`config.mk`:
```
export PLATFORM = sky130hd
export DESIGN_NAME = bb_prng_host
export DESIGN_NICKNAME = d
export VERILOG_FILES = /design/src/rtl/bb_prng_host.sv
export SDC_FILE = /design/constraint.sdc
export NUM_CORES = 1
export LEC_CHECK = 0
export CORE_MARGIN = 10
export CORE_UTILIZATION = 51
export CTS_CLUSTER_DIAMETER = 80
export DETAILED_ROUTE_END_ITERATION = 8
export PLACE_DENSITY = 0.72
export SYNTH_ARGS = -nofsm -noshare
export SYNTH_HDL_FRONTEND = slang
export SYNTH_SLANG_ARGS = --single-unit
```
`constraint.sdc`:
```
create_clock -name BB_SYSTEM_CLOCK_50 -period 8.1 [get_ports BB_SYSTEM_CLOCK_50]
set_input_delay 1.62 -clock BB_SYSTEM_CLOCK_50 [delete_from_list [all_inputs] [get_ports BB_SYSTEM_CLOCK_50]]
set_output_delay 1.62 -clock BB_SYSTEM_CLOCK_50 [all_outputs]
set_load 0.01 [all_outputs]
```
`src/rtl/bb_prng_host.sv`:
```
// Host-side sequencer for the BB_SYSTEM PRNG: nibble-wise seed loads, sample fetches into a FWFT FIFO.
// Optional feature macro: BB_PRNG_HOST_AUTORAND_EN (seed load chains straight into a sample fetch).
module bb_prng_host #(
  parameter int SEED_NIBBLES = 4,
  parameter int RAND_LATENCY = 1,
  parameter int GAP_CYCLES   = 1,
  parameter int FIFO_DEPTH   = 4
) (
  input  logic                      BB_SYSTEM_CLOCK_50,
  input  logic                      BB_SYSTEM_RESET_InHigh,
  input  logic [4*SEED_NIBBLES-1:0] host_seed_InBUS,
  input  logic                      host_seedstart_In,
  input  logic [7:0]                host_randcount_InBUS,
  input  logic                      host_randstart_In,
  output logic                      host_busy_Out,
  output logic                      prng_loadseed_OutLow,
  output logic                      prng_loadrand_OutLow,
  output logic [3:0]                prng_data_OutBUS,
  input  logic [7:0]                prng_data_InBUS,
  output logic [7:0]                fifo_data_OutBUS,
  output logic                      fifo_valid_Out,
  input  logic                      fifo_ready_In
);

  localparam int SW = 4 * SEED_NIBBLES;
  localparam int AW = $clog2(FIFO_DEPTH);
  localparam int PW = AW + 1;
  localparam logic [7:0]    GAP_LAST  = 8'(GAP_CYCLES - 1);
  localparam logic [7:0]    LAT_LAST  = 8'(RAND_LATENCY - 1);
  localparam logic [7:0]    NIB_TOTAL = 8'(SEED_NIBBLES);
  localparam logic [PW-1:0] FULL_CNT  = PW'(FIFO_DEPTH);
  localparam logic [PW-1:0] ZERO_CNT  = {PW{1'b0}};

  typedef enum logic [2:0] {
    IDLE        = 3'd0,
    SEED_STROBE = 3'd1,
    SEED_GAP    = 3'd2,
    RAND_REQ    = 3'd3,
    RAND_WAIT   = 3'd4,
    RAND_GAP    = 3'd5
  } stateT;

  stateT         stateR, stateNextS;
  logic [7:0]    cntR;
  logic [SW-1:0] seedR, seedNextS;
  logic [7:0]    nibLeftR, nibLeftNextS;
  logic [7:0]    randLeftR, randLeftNextS;
  logic          pushS, popS;
  logic          loadseedR, loadrandR, busyR;
  logic [3:0]    seedDataR;

  logic [7:0]    memR [FIFO_DEPTH];
  logic [PW-1:0] wrPtrR, rdPtrR;
  logic [PW-1:0] countS, afterPopS, countNextS;
  logic [AW-1:0] rdIdxNextS;
  logic          fifoFullNextS;
  logic          fifoValidR;
  logic [7:0]    fifoDataR, headNextS;

  // Next-state and per-phase bookkeeping for the seed/sample sequencer
  always_comb begin
    stateNextS    = stateR;
    seedNextS     = seedR;
    nibLeftNextS  = nibLeftR;
    randLeftNextS = randLeftR;
    pushS         = 1'b0;
    case (stateR)
      IDLE: begin
        if (host_seedstart_In) begin
          stateNextS   = SEED_STROBE;
          seedNextS    = host_seed_InBUS;
          nibLeftNextS = NIB_TOTAL;
`ifdef BB_PRNG_HOST_AUTORAND_EN
          randLeftNextS = host_randcount_InBUS;
`else
          randLeftNextS = randLeftR;
`endif
        end else if (host_randstart_In) begin
          randLeftNextS = host_randcount_InBUS;
          // A zero count never leaves IDLE, so no strobe and no busy cycle
          if (host_randcount_InBUS != 8'd0) begin
            stateNextS = RAND_REQ;
          end else begin
            stateNextS = IDLE;
          end
        end else begin
          stateNextS = IDLE;
        end
      end
      SEED_STROBE: stateNextS = SEED_GAP;
      SEED_GAP: begin
        if (cntR == GAP_LAST) begin
          if (nibLeftR == 8'd1) begin
            nibLeftNextS = 8'd0;
`ifdef BB_PRNG_HOST_AUTORAND_EN
            if (randLeftR != 8'd0) begin
              stateNextS = RAND_REQ;
            end else begin
              stateNextS = IDLE;
            end
`else
            stateNextS = IDLE;
`endif
          end else begin
            stateNextS   = SEED_STROBE;
            seedNextS    = seedR >> 3'd4;
            nibLeftNextS = nibLeftR - 8'd1;
          end
        end else begin
          stateNextS = SEED_GAP;
        end
      end
      RAND_REQ: begin
        // The registered strobe is only driven low when the FIFO has room
        if (!loadrandR) begin
          stateNextS = RAND_WAIT;
        end else begin
          stateNextS = RAND_REQ;
        end
      end
      RAND_WAIT: begin
        if (cntR == LAT_LAST) begin
          pushS      = 1'b1;
          stateNextS = RAND_GAP;
        end else begin
          stateNextS = RAND_WAIT;
        end
      end
      RAND_GAP: begin
        if (cntR == GAP_LAST) begin
          randLeftNextS = randLeftR - 8'd1;
          if (randLeftR != 8'd1) begin
            stateNextS = RAND_REQ;
          end else begin
            stateNextS = IDLE;
          end
        end else begin
          stateNextS = RAND_GAP;
        end
      end
      default: stateNextS = IDLE;
    endcase
  end

  // FIFO occupancy and next head word after this cycle's push/pop
  always_comb begin
    countS        = wrPtrR - rdPtrR;
    popS          = (countS != ZERO_CNT) && fifo_ready_In;
    afterPopS     = countS - PW'(popS);
    countNextS    = afterPopS + PW'(pushS);
    fifoFullNextS = (countNextS == FULL_CNT);
    rdIdxNextS    = rdPtrR[AW-1:0] + AW'(popS);
    if (countNextS == ZERO_CNT) begin
      headNextS = fifoDataR;
    end else if (afterPopS == ZERO_CNT) begin
      headNextS = prng_data_InBUS;
    end else begin
      headNextS = memR[rdIdxNextS];
    end
  end

  // Sequencer state, counters and registered generator-side outputs
  always_ff @(posedge BB_SYSTEM_CLOCK_50) begin
    if (BB_SYSTEM_RESET_InHigh) begin
      stateR    <= IDLE;
      cntR      <= 8'd0;
      seedR     <= {SW{1'b0}};
      nibLeftR  <= 8'd0;
      randLeftR <= 8'd0;
      loadseedR <= 1'b1;
      loadrandR <= 1'b1;
      busyR     <= 1'b0;
      seedDataR <= 4'd0;
    end else begin
      stateR    <= stateNextS;
      cntR      <= (stateNextS != stateR) ? 8'd0 : cntR + 8'd1;
      seedR     <= seedNextS;
      nibLeftR  <= nibLeftNextS;
      randLeftR <= randLeftNextS;
      loadseedR <= (stateNextS != SEED_STROBE);
      loadrandR <= !((stateNextS == RAND_REQ) && !fifoFullNextS);
      busyR     <= (stateNextS != IDLE);
      if (stateNextS == SEED_STROBE) begin
        seedDataR <= seedNextS[3:0];
      end
    end
  end

  // FIFO pointers and registered head/valid
  always_ff @(posedge BB_SYSTEM_CLOCK_50) begin
    if (BB_SYSTEM_RESET_InHigh) begin
      wrPtrR     <= ZERO_CNT;
      rdPtrR     <= ZERO_CNT;
      fifoValidR <= 1'b0;
      fifoDataR  <= 8'd0;
    end else begin
      wrPtrR     <= wrPtrR + PW'(pushS);
      rdPtrR     <= rdPtrR + PW'(popS);
      fifoValidR <= (countNextS != ZERO_CNT);
      fifoDataR  <= headNextS;
    end
  end

  // FIFO storage
  always_ff @(posedge BB_SYSTEM_CLOCK_50) begin
    if (pushS && !BB_SYSTEM_RESET_InHigh) begin
      memR[wrPtrR[AW-1:0]] <= prng_data_InBUS;
    end
  end

  assign host_busy_Out        = busyR;
  assign prng_loadseed_OutLow = loadseedR;
  assign prng_loadrand_OutLow = loadrandR;
  assign prng_data_OutBUS     = seedDataR;
  assign fifo_data_OutBUS     = fifoDataR;
  assign fifo_valid_Out       = fifoValidR;

endmodule

```
Yosys cells after proc, flatten, opt, wreduce, memory -nomap -nowiden:

Memory sizes are Yosys's and may differ from the RTL's.
Cells that the tools add are included.

* word-level logic and storage cells: 89
* latch bits: 0
* output and inout bits: 16
* memories kept: 1
* bits in read-only memories: 0
* RAM bits: 32
* register bits: 65

Memories
* memR: depth 4, width 8, read ports 1, clocked after Yosys merged registers in 0, wr ports 1, RTL line 52 `logic [7:0] memR [FIFO_DEPTH];`

* $mul: 0
* add/sub/neg operators: 9
* bitwise logic cells: 0
* multiplexer cells: 27
* order comparisons: 0
* shift-type cells: 0
* divide/modulo/power cells: 0
* reductions and logical operators: 20
* equal/unequal tests: 18

Operators by type and width (number)
* 8-bit two-way mux: 7
* 16-bit two-way mux: 3
* 16-bit case mux with 2 select lines: 1
* 8-bit case mux with 2 select lines: 2
* 3-bit case mux with 6 select lines: 1
* 8-bit by 1-bit subtractor with 8-bit output, second input constant: 2
* 3-bit two-way mux: 5
* 2-bit != test, second input constant: 6
* 3-bit by 1-bit adder with 3-bit output: 3
* 3-bit by 2-bit equality test with 1-bit output, second input constant: 3
* 3-bit equality test, second input constant: 3
* 3-bit logical NOT: 3
* 3-bit nonzero test: 3
* 8-bit by 1-bit adder with 8-bit output, second input constant: 1
* 8-bit by 1-bit equality test with 1-bit output, second input constant: 1
* 8-bit logical NOT: 1
* 8-bit by 1-bit != test with 1-bit output, second input constant: 1
* 4-bit AND reduction: 2
* 8-bit nonzero test: 1
* 3-bit by 1-bit equality test with 1-bit output, second input constant: 2
* 1-bit two-way mux: 6
* 2-bit two-way mux: 2
* 2-bit nonzero test: 2
* 1-bit logical AND: 3
* 8 further kinds: 10

Longest topological paths before layout:

* depth after elaboration: 9
* gate-level depth with buffers: 15
* mapped depth without buffers: 14

Least setup slack after synthesis:

No wires, ideal clock.

* path kind: input to register
* from: input port fifo_ready_In
* to: register fifoDataR[6], in the netlist fifo_data_OutBUS[6]
* library setup time: 0.086 ns
* arrival: 3.396 ns
* path buffers: 1
* path slack: 4.619 ns
* cell stages on the path: 12
* path through: inv_1 a31oi_1 ha_1 ha_1 inv_1 ha_1 nor2_1 and2_1 mux2i_2 buf_6 nor2_1 a211oi_1

* cells in the longest elaborated chain, start to end: 4
* elaborated cells between the ends (all ways): 8
* classes of those cells: 3 x add/sub; 1 x mux; 3 x reduce/logical; 1 x memory

Ends and longest elaborated chain
* start: declaration: RTL line 22 `input logic fifo_ready_In`
* 1-bit logical AND (*): RTL line 148 `popS = (countS != ZERO_CNT) && fifo_ready_In;`
* 3-bit by 1-bit subtractor with 3-bit output / 2-bit by 1-bit adder with 2-bit output (equally long branches): RTL line 149, 152
* 3-bit by 1-bit adder with 3-bit output, or another cell as far along: RTL line 150 `countNextS = afterPopS + PW'(pushS);`
* 3-bit logical NOT / 8-bit two-way mux (equally long branches): RTL line 153, 155
* end signal: assignment: RTL line 200 `fifoDataR <= headNextS;`
* end: declaration: RTL line 58 `logic [7:0] fifoDataR, headNextS;`

Mark *: on every way between the ends. The rest lies on a longest branch, timed or not.
A chain may end at the register's enable or synchronous reset.

Final worst setup path:

* from: input port fifo_ready_In
* to: register fifoDataR[4], in the netlist fifo_data_OutBUS[4]

Same word-level chain as after synthesis.

==> results.md <==
* P_sw at 534 µW
* Drt drc at 0
* Reg clk slew, reported paths at ~110 ps
* Req. time, crit path at between 8000 and 9000 ps
* Post-Syn Instances at roughly 400
* Relative slew slack at between 10% and 20%
* Die height at 112 µm
* Leading area contributor after synthesis: dfxtp_1
* Final Slew Violations at 0
* Synth warn at 0
* CTS Sinks at 93
* Via count at 3221
* Logic pwr share at 39.9%
* Vias in the first global route at around 3100
* Die area at 12600 µm²
* Max Clk Rate at approximately 0.25 GHz
* Status: complete, no violations
* Postcts setup bufs at 0
* R2R setup slack at between 4000 and 5000 ps
* Core Box Area at roughly 8300 µm²
* Placed instance count at about 540
* CP arrival at between 4000 and 5000 ps
* Gr usage total at between 10 and 15%
* Worst vdd ir at 173 µV
* FILL cells at between 600 and 700
* N_diodes at 0
* Cts repair resizes at 0
* CTS tree: yes
* Layout Nets at just under 500
* Fraction of layout cells with a size suffix above 1 at 9.58%
* Final setup fails at 0
* Initial DRC Count at 180
* Clk buf depth at 2
* HP Class: flip-flop to flip-flop
* Netlist cell types at 59
* Worst-Margin Slew at roughly 1200 ps
* Synth-to-layout area growth at 17.9%
* Clk pwr share at 20.9%
* Setup crit end kind: flip-flop
* CP most frequent cell: ha_1
* Critical Path Slowest Stage Cell: mux2i_2
* Starting Density at 52.5%
* CTS Hold Bufs at 0
* CP top delay family: multiplexers
* P_int at roughly 940 µW
* Top FF cell, synth: dfxtp_1
* CTS root buf: clkbuf_8
* Largest net degree at the start of global routing at 53
* TritonRoute pass-1 iters at 4
* Number of synthesized flops with an enable pin at 32
* Synth Area per Inst at about 11 µm²
* Max_cap viols at 0
* CP max FO at 17
* Critical path type: input pin to flip-flop
* Rows at 33
* Hold Crit Depth at 2
* Fin crit period at just under 4000 ps
* Synthesized flop and latch total at 93
* Area share of the largest cell type after synthesis at ~28%
* Hpwl dp at around 6400 µm
* Routed Antenna Nets at 0
* First-pass GRT wire length at 15400 µm
* Setup TNS at 0 ps
* IO Pins at between 50 and 60
* Detailed-route wire length per cell at approximately 16 µm
* CTS Buf Count at 9
* RSZ-0062 raised after global routing: no
* WL final at around 9000 µm
* Input/output buffers at 52
* CP peak stage delay at 680 ps
* Initial antenna violation count at 0
* Worst path bufs/invs at 3
* Final core utilization at between 60% and 70%
* # H-tree levels at 3
* Commonest non-fill, non-tap cell in the layout: dfxtp_1
* Sequential-to-total area share from yosys stat at 50.3%
* Sequential Power Share at between 30% and 40%
* Worst r2r path cells at 14
* Sw frac at between 30% and 40%
* Critical path cell sequence: clkdlybuf4s50_1 > inv_1 > a31oi_1 > ha_1 > inv_1 > ha_1 > ha_1 > nor2_1 > and2_1 > mux2i_2 > nor2_1 > a211oi_1
* Leakage power at 1.85 nW
* Grt total ovfl at 0
* Hold Violations, Final at 0
* Synth area leaders: dfxtp_1, edfxtp_1, ha_1
* Syn Nets at roughly 450
* Period utilisation layout at 48.7%
* Non-Filler Instances at between 500 and 600
* Worst path depth at 12
* PD cells at approximately 290 nW/µm²
* Worst-Skew Late Latency at around 380 ps
* Critical path startpoint category: input pin
* Most frequent cells in the layout: dfxtp_1, clkdlybuf4s50_1, nor2_1
* Via density at roughly 5.8
* Die width at 112 µm
* RePlAce Congestion at roughly 0.8
* Cell area after synthesis at around 4300 µm²
* Clk_skew at between 15 and 20 ps
* Async set-reset flop share out of synthesis at 0%
-- cells by family (layout without fill, tap and decap cells) --
group / after synthesis / count (layout) / share of synthesized area, %
AND/OR/NAND/NOR: 120 / 120 / 14.6
AO/OA/AOI/OAI: 95 / 95 / 15.5
flip-flops: 93 / 93 / 50.3
buffers and inverters: 39 / 90 / 3.95
multiplexers: 18 / 18 / 6.55
XOR/XNOR: 17 / 17 / 4.21
adder cells (fa/ha/maj): 16 / 16 / 4.79
-- synthesized netlist by cell type (5+ instances only) --
| library cell | count |
|---|---|
| and3_1 | 5 |
| xnor2_1 | 8 |
| nor2_1 | 42 |
| a22oi_1 | 8 |
| nand3_1 | 10 |
| o21ai_0 | 9 |
| clkbuf_1 | 14 |
| mux2i_1 | 9 |
| dfxtp_1 | 61 |
| nand2_1 | 25 |
| a211oi_1 | 23 |
| a222oi_1 | 8 |
| a31oi_1 | 5 |
| nor4_1 | 7 |
| inv_1 | 16 |
| mux4_2 | 8 |
| edfxtp_1 | 32 |
| xor2_1 | 7 |
| a21oi_1 | 17 |
| ha_1 | 15 |
| buf_2 | 5 |
| nor2b_1 | 6 |
-- stage by stage --
step	area, µm²	total power, mW	hold WS, ps	setup slack, ps
6_report	5110	1.47	459	4150
5_1_grt	5110	1.58	483	3950
4_1_cts	5110	1.49	464	4130
3_5_place_dp	4910	1.18	452	3720
3_3_place_gp	4910	1.17	443	3860
2_1_floorplan	4340	1.04	445	4620
-- worst min-delay path, delay by kind of cell, from the launching register on --
family	cells	cell delay, ps
AND/OR/NAND/NOR	1	50
flip-flops	1	320
AO/OA/AOI/OAI	1	50
-- worst paths after layout --
kind | from | end
setup / recovery | fifo_ready_In | fifo_data_OutBUS[4]
hold / removal | prng_data_OutBUS[3] | prng_data_OutBUS[3]
setup reg to reg | wrPtrR[0] | fifo_data_OutBUS[4]
hold reg to reg | prng_data_OutBUS[3] | prng_data_OutBUS[3]
-- cell type report --
class                      instances  area (µm²)  area share [%]
clock buffer                       9         124            2.42
clock inverter                     7        76.3            1.49
inverter                          17        63.8            1.25
multi-input combinational        266        1980            38.8
sequential                        93        2180            42.7
tap                              105         131            2.57
timing repair buffer              57         553            10.8
-- power by group through the flow --
stage          clock (mW)  combinational, mW  sequential, mW
2_1_floorplan           0              0.454           0.585
3_3_place_gp            0              0.580           0.587
3_5_place_dp            0              0.597           0.588
4_1_cts             0.316              0.598           0.578
5_1_grt             0.337              0.656           0.585
6_report            0.309              0.588           0.578
-- registers in the layout (all words and copies together), names as in the netlist --
signal,count
seedR,12
rdPtrR,3
randLeftR,8
fifo_valid_Out,1
memR,32
prng_loadrand_OutLow,1
nibLeftR,8
wrPtrR,3
fifo_data_OutBUS,8
host_busy_Out,1
stateR,3
prng_data_OutBUS,4
prng_loadseed_OutLow,1
cntR,8
-- layer usage --
metal  GRT usage (%)  up-vias  routed length [µm]
met4            4.57        0                 102
li1                -     1588                   -
met3            3.57       12                 409
met5               0        -                   0
met2            25.0       68                4670
met1            17.6     1553                3830
No activity file was read; power rests on OpenSTA's default activity.
